**src/rtl/alu_pipe_regfile.sv**
```systemverilog
// Two-stage valid/ready ALU pipeline over a small register file: operand stage,
// output stage with writeback, result forwarding into operand fetch, host load/read port.
module alu_pipe_regfile #(
    parameter int WIDTH = 4,
    parameter int NREGS = 4,
    localparam int AW = $clog2(NREGS)
) (
    input  logic             clk,
    input  logic             rst_n,
    input  logic             in_valid,
    output logic             in_ready,
    input  logic [2:0]       in_op,
    input  logic [AW-1:0]    in_rs,
    input  logic [AW-1:0]    in_rt,
    input  logic [AW-1:0]    in_rd,
    output logic             out_valid,
    input  logic             out_ready,
    output logic [WIDTH-1:0] out_result,
    output logic [AW-1:0]    out_rd,
    output logic             out_carry,
    output logic             out_zero,
    input  logic             host_wr_en,
    input  logic [AW-1:0]    host_wr_addr,
    input  logic [WIDTH-1:0] host_wr_data,
    input  logic [AW-1:0]    host_rd_addr,
    output logic [WIDTH-1:0] host_rd_data
);

    logic [WIDTH-1:0] regs_q [NREGS];
    logic [WIDTH-1:0] regs_d [NREGS];

    logic             s1_valid_q, s1_valid_d;
    logic [2:0]       s1_op_q, s1_op_d;
    logic [AW-1:0]    s1_rd_q, s1_rd_d;
    logic [WIDTH-1:0] s1_a_q, s1_a_d, s1_b_q, s1_b_d;

    logic             out_valid_q, out_valid_d;
    logic [WIDTH-1:0] out_result_q, out_result_d;
    logic [AW-1:0]    out_rd_q, out_rd_d;
    logic             out_carry_q, out_carry_d;
    logic             out_zero_q, out_zero_d;

    logic             s2_adv_s, s1_adv_s, accept_s;
    logic [WIDTH:0]   alu_s;
    logic [WIDTH-1:0] rs_val_s, rt_val_s;

    // Returns {carry, result}; SUB carry is the no-borrow flag of a + ~b + 1.
    function automatic logic [WIDTH:0] alu_eval(input logic [2:0] op,
                                                input logic [WIDTH-1:0] a,
                                                input logic [WIDTH-1:0] b);
        logic [WIDTH:0] r;
        case (op)
            3'b000:  r = {1'b0, a} + {1'b0, ~b} + {{WIDTH{1'b0}}, 1'b1};
            3'b001:  r = {1'b0, a} + {1'b0, b};
            3'b010:  r = {1'b0, a | b};
            3'b011:  r = {1'b0, a & b};
            3'b100:  r = {1'b0, b[WIDTH-1], b[WIDTH-1:1]};
            3'b101:  r = {1'b0, a[WIDTH-2:0], a[WIDTH-1]};
            3'b110:  r = {{WIDTH{1'b0}}, (a < b)};
            3'b111:  r = {{WIDTH{1'b0}}, (a == b)};
            default: r = {(WIDTH+1){1'b0}};
        endcase
        return r;
    endfunction

    // Handshake: S2 frees when empty or consumed, S1 moves when S2 frees.
    always_comb begin
        s2_adv_s = !out_valid_q || out_ready;
        s1_adv_s = s1_valid_q && s2_adv_s;
        accept_s = in_valid && (!s1_valid_q || s2_adv_s);
        alu_s    = alu_eval(s1_op_q, s1_a_q, s1_b_q);
    end

    assign in_ready     = !s1_valid_q || s2_adv_s;
    assign host_rd_data = regs_q[host_rd_addr];

    // Operand fetch with per-operand forwarding of the result leaving S1.
    always_comb begin
        if (s1_adv_s && (in_rs == s1_rd_q)) begin
            rs_val_s = alu_s[WIDTH-1:0];
        end else begin
            rs_val_s = regs_q[in_rs];
        end
        if (s1_adv_s && (in_rt == s1_rd_q)) begin
            rt_val_s = alu_s[WIDTH-1:0];
        end else begin
            rt_val_s = regs_q[in_rt];
        end
    end

    // Register file next state: writeback wins over a host write to the same entry.
    always_comb begin
        for (int i = 0; i < NREGS; i++) begin
            if (s1_adv_s && (s1_rd_q == i[AW-1:0])) begin
                regs_d[i] = alu_s[WIDTH-1:0];
            end else if (host_wr_en && (host_wr_addr == i[AW-1:0])) begin
                regs_d[i] = host_wr_data;
            end else begin
                regs_d[i] = regs_q[i];
            end
        end
    end

    // Pipeline stage next state.
    always_comb begin
        s1_valid_d   = s1_valid_q;
        s1_op_d      = s1_op_q;
        s1_rd_d      = s1_rd_q;
        s1_a_d       = s1_a_q;
        s1_b_d       = s1_b_q;
        out_valid_d  = out_valid_q;
        out_result_d = out_result_q;
        out_rd_d     = out_rd_q;
        out_carry_d  = out_carry_q;
        out_zero_d   = out_zero_q;
        if (accept_s) begin
            s1_valid_d = 1'b1;
            s1_op_d    = in_op;
            s1_rd_d    = in_rd;
            s1_a_d     = rs_val_s;
            s1_b_d     = rt_val_s;
        end else if (s1_adv_s) begin
            s1_valid_d = 1'b0;
        end else begin
            s1_valid_d = s1_valid_q;
        end
        if (s1_adv_s) begin
            out_valid_d  = 1'b1;
            out_result_d = alu_s[WIDTH-1:0];
            out_carry_d  = alu_s[WIDTH];
            out_zero_d   = (alu_s[WIDTH-1:0] == {WIDTH{1'b0}});
            out_rd_d     = s1_rd_q;
        end else if (s2_adv_s) begin
            out_valid_d = 1'b0;
        end else begin
            out_valid_d = out_valid_q;
        end
    end

    // State registers; reset discards anything in flight.
    always_ff @(posedge clk or negedge rst_n) begin
        if (!rst_n) begin
            for (int i = 0; i < NREGS; i++) begin
                regs_q[i] <= {WIDTH{1'b0}};
            end
            s1_valid_q   <= 1'b0;
            s1_op_q      <= 3'b000;
            s1_rd_q      <= {AW{1'b0}};
            s1_a_q       <= {WIDTH{1'b0}};
            s1_b_q       <= {WIDTH{1'b0}};
            out_valid_q  <= 1'b0;
            out_result_q <= {WIDTH{1'b0}};
            out_rd_q     <= {AW{1'b0}};
            out_carry_q  <= 1'b0;
            out_zero_q   <= 1'b0;
        end else begin
            regs_q       <= regs_d;
            s1_valid_q   <= s1_valid_d;
            s1_op_q      <= s1_op_d;
            s1_rd_q      <= s1_rd_d;
            s1_a_q       <= s1_a_d;
            s1_b_q       <= s1_b_d;
            out_valid_q  <= out_valid_d;
            out_result_q <= out_result_d;
            out_rd_q     <= out_rd_d;
            out_carry_q  <= out_carry_d;
            out_zero_q   <= out_zero_d;
        end
    end

    assign out_valid  = out_valid_q;
    assign out_result = out_result_q;
    assign out_rd     = out_rd_q;
    assign out_carry  = out_carry_q;
    assign out_zero   = out_zero_q;

endmodule

```
**config.mk**
```make
export PLATFORM = sky130hd
export DESIGN_NAME = alu_pipe_regfile
export DESIGN_NICKNAME = d
export VERILOG_FILES = /design/src/rtl/alu_pipe_regfile.sv
export SDC_FILE = /design/constraint.sdc
export NUM_CORES = 1
export LEC_CHECK = 0
export ABC_CLOCK_PERIOD_IN_PS = 6400
export CORE_MARGIN = 5
export CORE_UTILIZATION = 45
export CTS_CLUSTER_DIAMETER = 50
export DETAILED_ROUTE_END_ITERATION = 6
export HOLD_SLACK_MARGIN = 0.03
export PLACE_DENSITY_LB_ADDON = 0.15
export SLEW_MARGIN = 20
export SYNTH_ARGS = -nofsm -noshare
export SYNTH_HDL_FRONTEND = slang
export SYNTH_SLANG_ARGS = --single-unit
export TNS_END_PERCENT = 50
```
**constraint.sdc**
```tcl
create_clock -name clk -period 6.4 [get_ports clk]
set_input_delay 1.28 -clock clk [delete_from_list [all_inputs] [get_ports clk]]
set_output_delay 1.28 -clock clk [all_outputs]
set_load 0.005 [all_outputs]
```
==> impl_metrics.csv <==
group,metric,value,unit
routing,via_per_inst,5.616,
cells_and_area,drive_gt1_share,17.07,%
hold_path,hp-class,"flop to flop",
die,dieWidth,87.75,µm
sta,period_minus_slack,4231,ps
cts,clock_latency,290,ps
logic_synthesis,syn_avg_cell_area,10.63,µm²
cts,h-tree-depth,2,
power_and_ir_drop,cellPowerDensity,389.2,mW/mm²
logic_synthesis,synthSimpleGateAreaFrac,14.81,%
die,row_count,28,
cells_and_area,area_delta_synth_final,17.02,%
routing,vias,2033,
routing,finalWirelength,6.179,mm
power_and_ir_drop,leakagePower,1.321,nW
sta,tightest_slew,891.7,ps
logic_synthesis,async_reset_ff_share,100.0,%
logic_synthesis,synth_fa_ha_area_share,6.992,%
global_route,grt_usage,17.17,%
logic_synthesis,synth-seq-cells,39,
routing,remaining_drc_errors,0,
power_and_ir_drop,switching_share,38.45,%
sta,finalHoldViolations,0,
cts,clk_path_buf_depth,2,
logic_synthesis,synthMuxAreaShare,20.10,%
logic_synthesis,synth_top_family_by_area,"multiplexers",
cts,root_buffer,"clkbuf_8",
worst_setup_path,critPathLaunchType,"primary input",
logic_synthesis,synth_edf_count,0,
sta,relSlewSlack,40.42,%
sta,finalCritPeriodShare,66.11,%
die,die-area,0.007699,mm²
cts,cts_tree,"built",
worst_setup_path,worst-path-max-fanout,4,
logic_synthesis,synth_compound_gate_area_share,15.64,%
worst_setup_path,reg2regPathDepth,8,
worst_setup_path,critPathCaptureType,"output port",
placement,dp_hpwl,4.699,mm
logic_synthesis,synth_flop_cell,"dfrtp_1",
cts,postCtsSetupBuffers,0,
global_route,grt_max_degree,40,
routing,wl_per_cell,17.07,µm
cells_and_area,diodes,0,
worst_setup_path,crit_required,5120,ps
logic_synthesis,synth.top_cells.by_area,"dfrtp_1 36%, mux4_2 9.1%, mux2_2 6.6%",
worst_setup_path,r2r-end,"out_zero",
outcome,outcome,"finished clean",
sta,rsz0062_at_grt,"no",
logic_synthesis,synth-xor-area-share,1.932,%
die,die_y,87.75,µm
power_and_ir_drop,p_comb_share,47.3,%
die,ios,36,
routing,first_iter_violations,76,
worst_setup_path,crit_start,"host_rd_addr[0]",
global_route,grt_pass1_vias,2051,
die,initial_utilization,46.22,%
global_route,grt_pass1_wl,10.27,mm
logic_synthesis,syn_nets,292,
global_route,grt_overflow,0,
cells_and_area,nets,322,
power_and_ir_drop,total_power,0.001239,W
sta,fin_setup_tns,0,ps
worst_setup_path,path_cells,"clkdlybuf4s50_1 > mux4_2 > clkdlybuf4s50_1",
power_and_ir_drop,power_switching,0.0004764,W
sta,fmax,0.2363,GHz
worst_setup_path,worstPathArrival,2950,ps
logic_synthesis,ys_warn_count,0,
sta,drv_slew,0,
worst_setup_path,r2r_start,"s1_a_q[0]",
routing,firstDrtPassIters,4,
logic_synthesis,ys_types,59,
cts,postCtsHoldBufs,0,
logic_synthesis,seq_area_frac_synth,35.88,%
global_route,antenna_found_initial,0,
worst_setup_path,path_common_cell,"clkdlybuf4s50_1",
logic_synthesis,synth_cells,256,
power_and_ir_drop,clkPwrFrac,16.6,%
logic_synthesis,synth_area,0.002720,mm²
cts,cts.sinks,39,
cts,cts-resized-gates,0,
power_and_ir_drop,seq_power_share,36.1,%
die,coreArea,0.005886,mm²
power_and_ir_drop,peakVddDrop,0.0001943,V
placement,gp_congestion,0.8119,
cells_and_area,final_core_util,54.08,%
placement,io_buffers,35,
sta,finalSetupViolations,0,
routing,ant_nets,0,
logic_synthesis,yosys.area.top_type,"dfrtp_1",
sta,skew,10.27,ps
worst_setup_path,path_class,"primary input to output port",
worst_setup_path,critPathSlowestCell,"clkdlybuf4s50_1",
logic_synthesis,yosys.area.top_type_share,35.88,%
power_and_ir_drop,p_int,0.0007625,W
worst_setup_path,critPathCapture,"host_rd_data[3]",
worst_setup_path,rrSetupSlack,3820,ps
cts,cts.reportedPaths.clkPinSlew,80,ps
cts,cts_made_buffers,5,
worst_setup_path,critPathMaxStageDelay,610,ps
job,drv_cap,0,
-- layout make-up --
class                           instances  area, µm²
Clock buffer                            5      68.82
Clock inverter                          3      43.79
Fill cell                             543       2703
Inverter                               10      37.54
Multi-Input combinational cell        195       1618
Sequential cell                        39      975.9
Tap cell                               75      93.84
Timing Repair Buffer                   35      345.3
-- sequential cells by signal, indices dropped and copies added, names as in the netlist --
| register | flops |
|---|---|
| out_zero | 1 |
| out_result | 4 |
| s1_a_q | 4 |
| s1_b_q | 4 |
| regs_q | 16 |
| s1_valid_q | 1 |
| s1_rd_q | 2 |
| out_valid | 1 |
| out_rd | 2 |
| s1_op_q | 3 |
| out_carry | 1 |
-- cells by family after synthesis --
logic type / count (synthesis)
buf+inv: 22
mux: 37
compound gates: 63
flops: 39
fa+ha+maj: 14
xor+xnor: 6
simple gates: 75
-- worst min path at each step --
stage / startpoint / end / slack, ps / cells after the start
3_5_place_dp: out_result[0] / out_result[0] / 470 / 2
3_3_place_gp: out_result[2] / out_result[2] / 470 / 2
2_1_floorplan: out_result[2] / out_result[2] / 470 / 2
5_1_grt: out_result[2] / out_result[2] / 530 / 2
4_1_cts: out_result[0] / out_result[0] / 490 / 2
6_report: out_result[2] / out_result[2] / 490 / 2
-- placed cells by master, fill, tap and decap left out, types with 6 or more instances in the layout --
| master | instances |
|---|---|
| dfrtp_1 | 39 |
| clkdlybuf4s50_1 | 34 |
| nand2_1 | 25 |
| o21ai_1 | 19 |
| mux2_2 | 16 |
| a21oi_1 | 15 |
| ha_1 | 12 |
| mux4_2 | 11 |
| nor2_1 | 11 |
| inv_1 | 9 |
| mux2i_1 | 7 |
| nor2b_1 | 6 |
-- through the flow --
stage / hold WS, ps / setup WS, ps / std cells / instance area, µm²
detailed placement: 474.9 / 2178 / 354 / 3070
floorplan: 470.0 / 3362 / 256 / 2720
finish: 492.6 / 2169 / 362 / 3183
global placement: 466.2 / 2172 / 354 / 3070
CTS: 494.5 / 2154 / 362 / 3183
global route: 530.5 / 2095 / 362 / 3183
-- synth_stat cells, types with 2 or more instances --
library cell   n
nor3b_1        3
nor3_1         2
a21boi_1       2
inv_1          9
nand2b_1       5
o31ai_2        2
ha_1          12
buf_6          2
nor2b_1        6
nor2_1        11
a211oi_1       4
a41oi_1        3
fa_1           2
mux2_1         2
a21oi_1       15
o21ai_0        3
nand3b_1       4
o21ai_1       19
dfrtp_1       39
nand2_1       25
nand3_1        5
nand4_1        2
mux2_2        16
o31ai_1        2
mux2i_1        7
clkbuf_1       5
xnor2_1        5
a32oi_1        2
clkbuf_8       2
mux4_2        11
-- power by group through the flow --
stage,combinational [W],sequential (W),clock [W]
after global placement,0.000582,0.000445,0
after detailed placement,0.000590,0.000449,0
final,0.000586,0.000447,0.000206
after CTS,0.000593,0.000445,0.000211
after floorplan,0.000447,0.000399,0
after global routing,0.000654,0.000462,0.000223
-- routing by layer --
metal / track usage (%) / wire length (µm) / vias to the layer above
li1: - / - / 1004
met1: 22.16 / 2785 / 984
met2: 29.38 / 3061 / 37
met3: 3.198 / 243 / 8
met4: 5.021 / 88 / 0
met5: 0 / 0 / -
-- critical path: cells and delay by family --
family	cells	cell delay (ps)
buffers and inverters	2	1080
multiplexers	1	590
(Power assumes the default switching activity.)
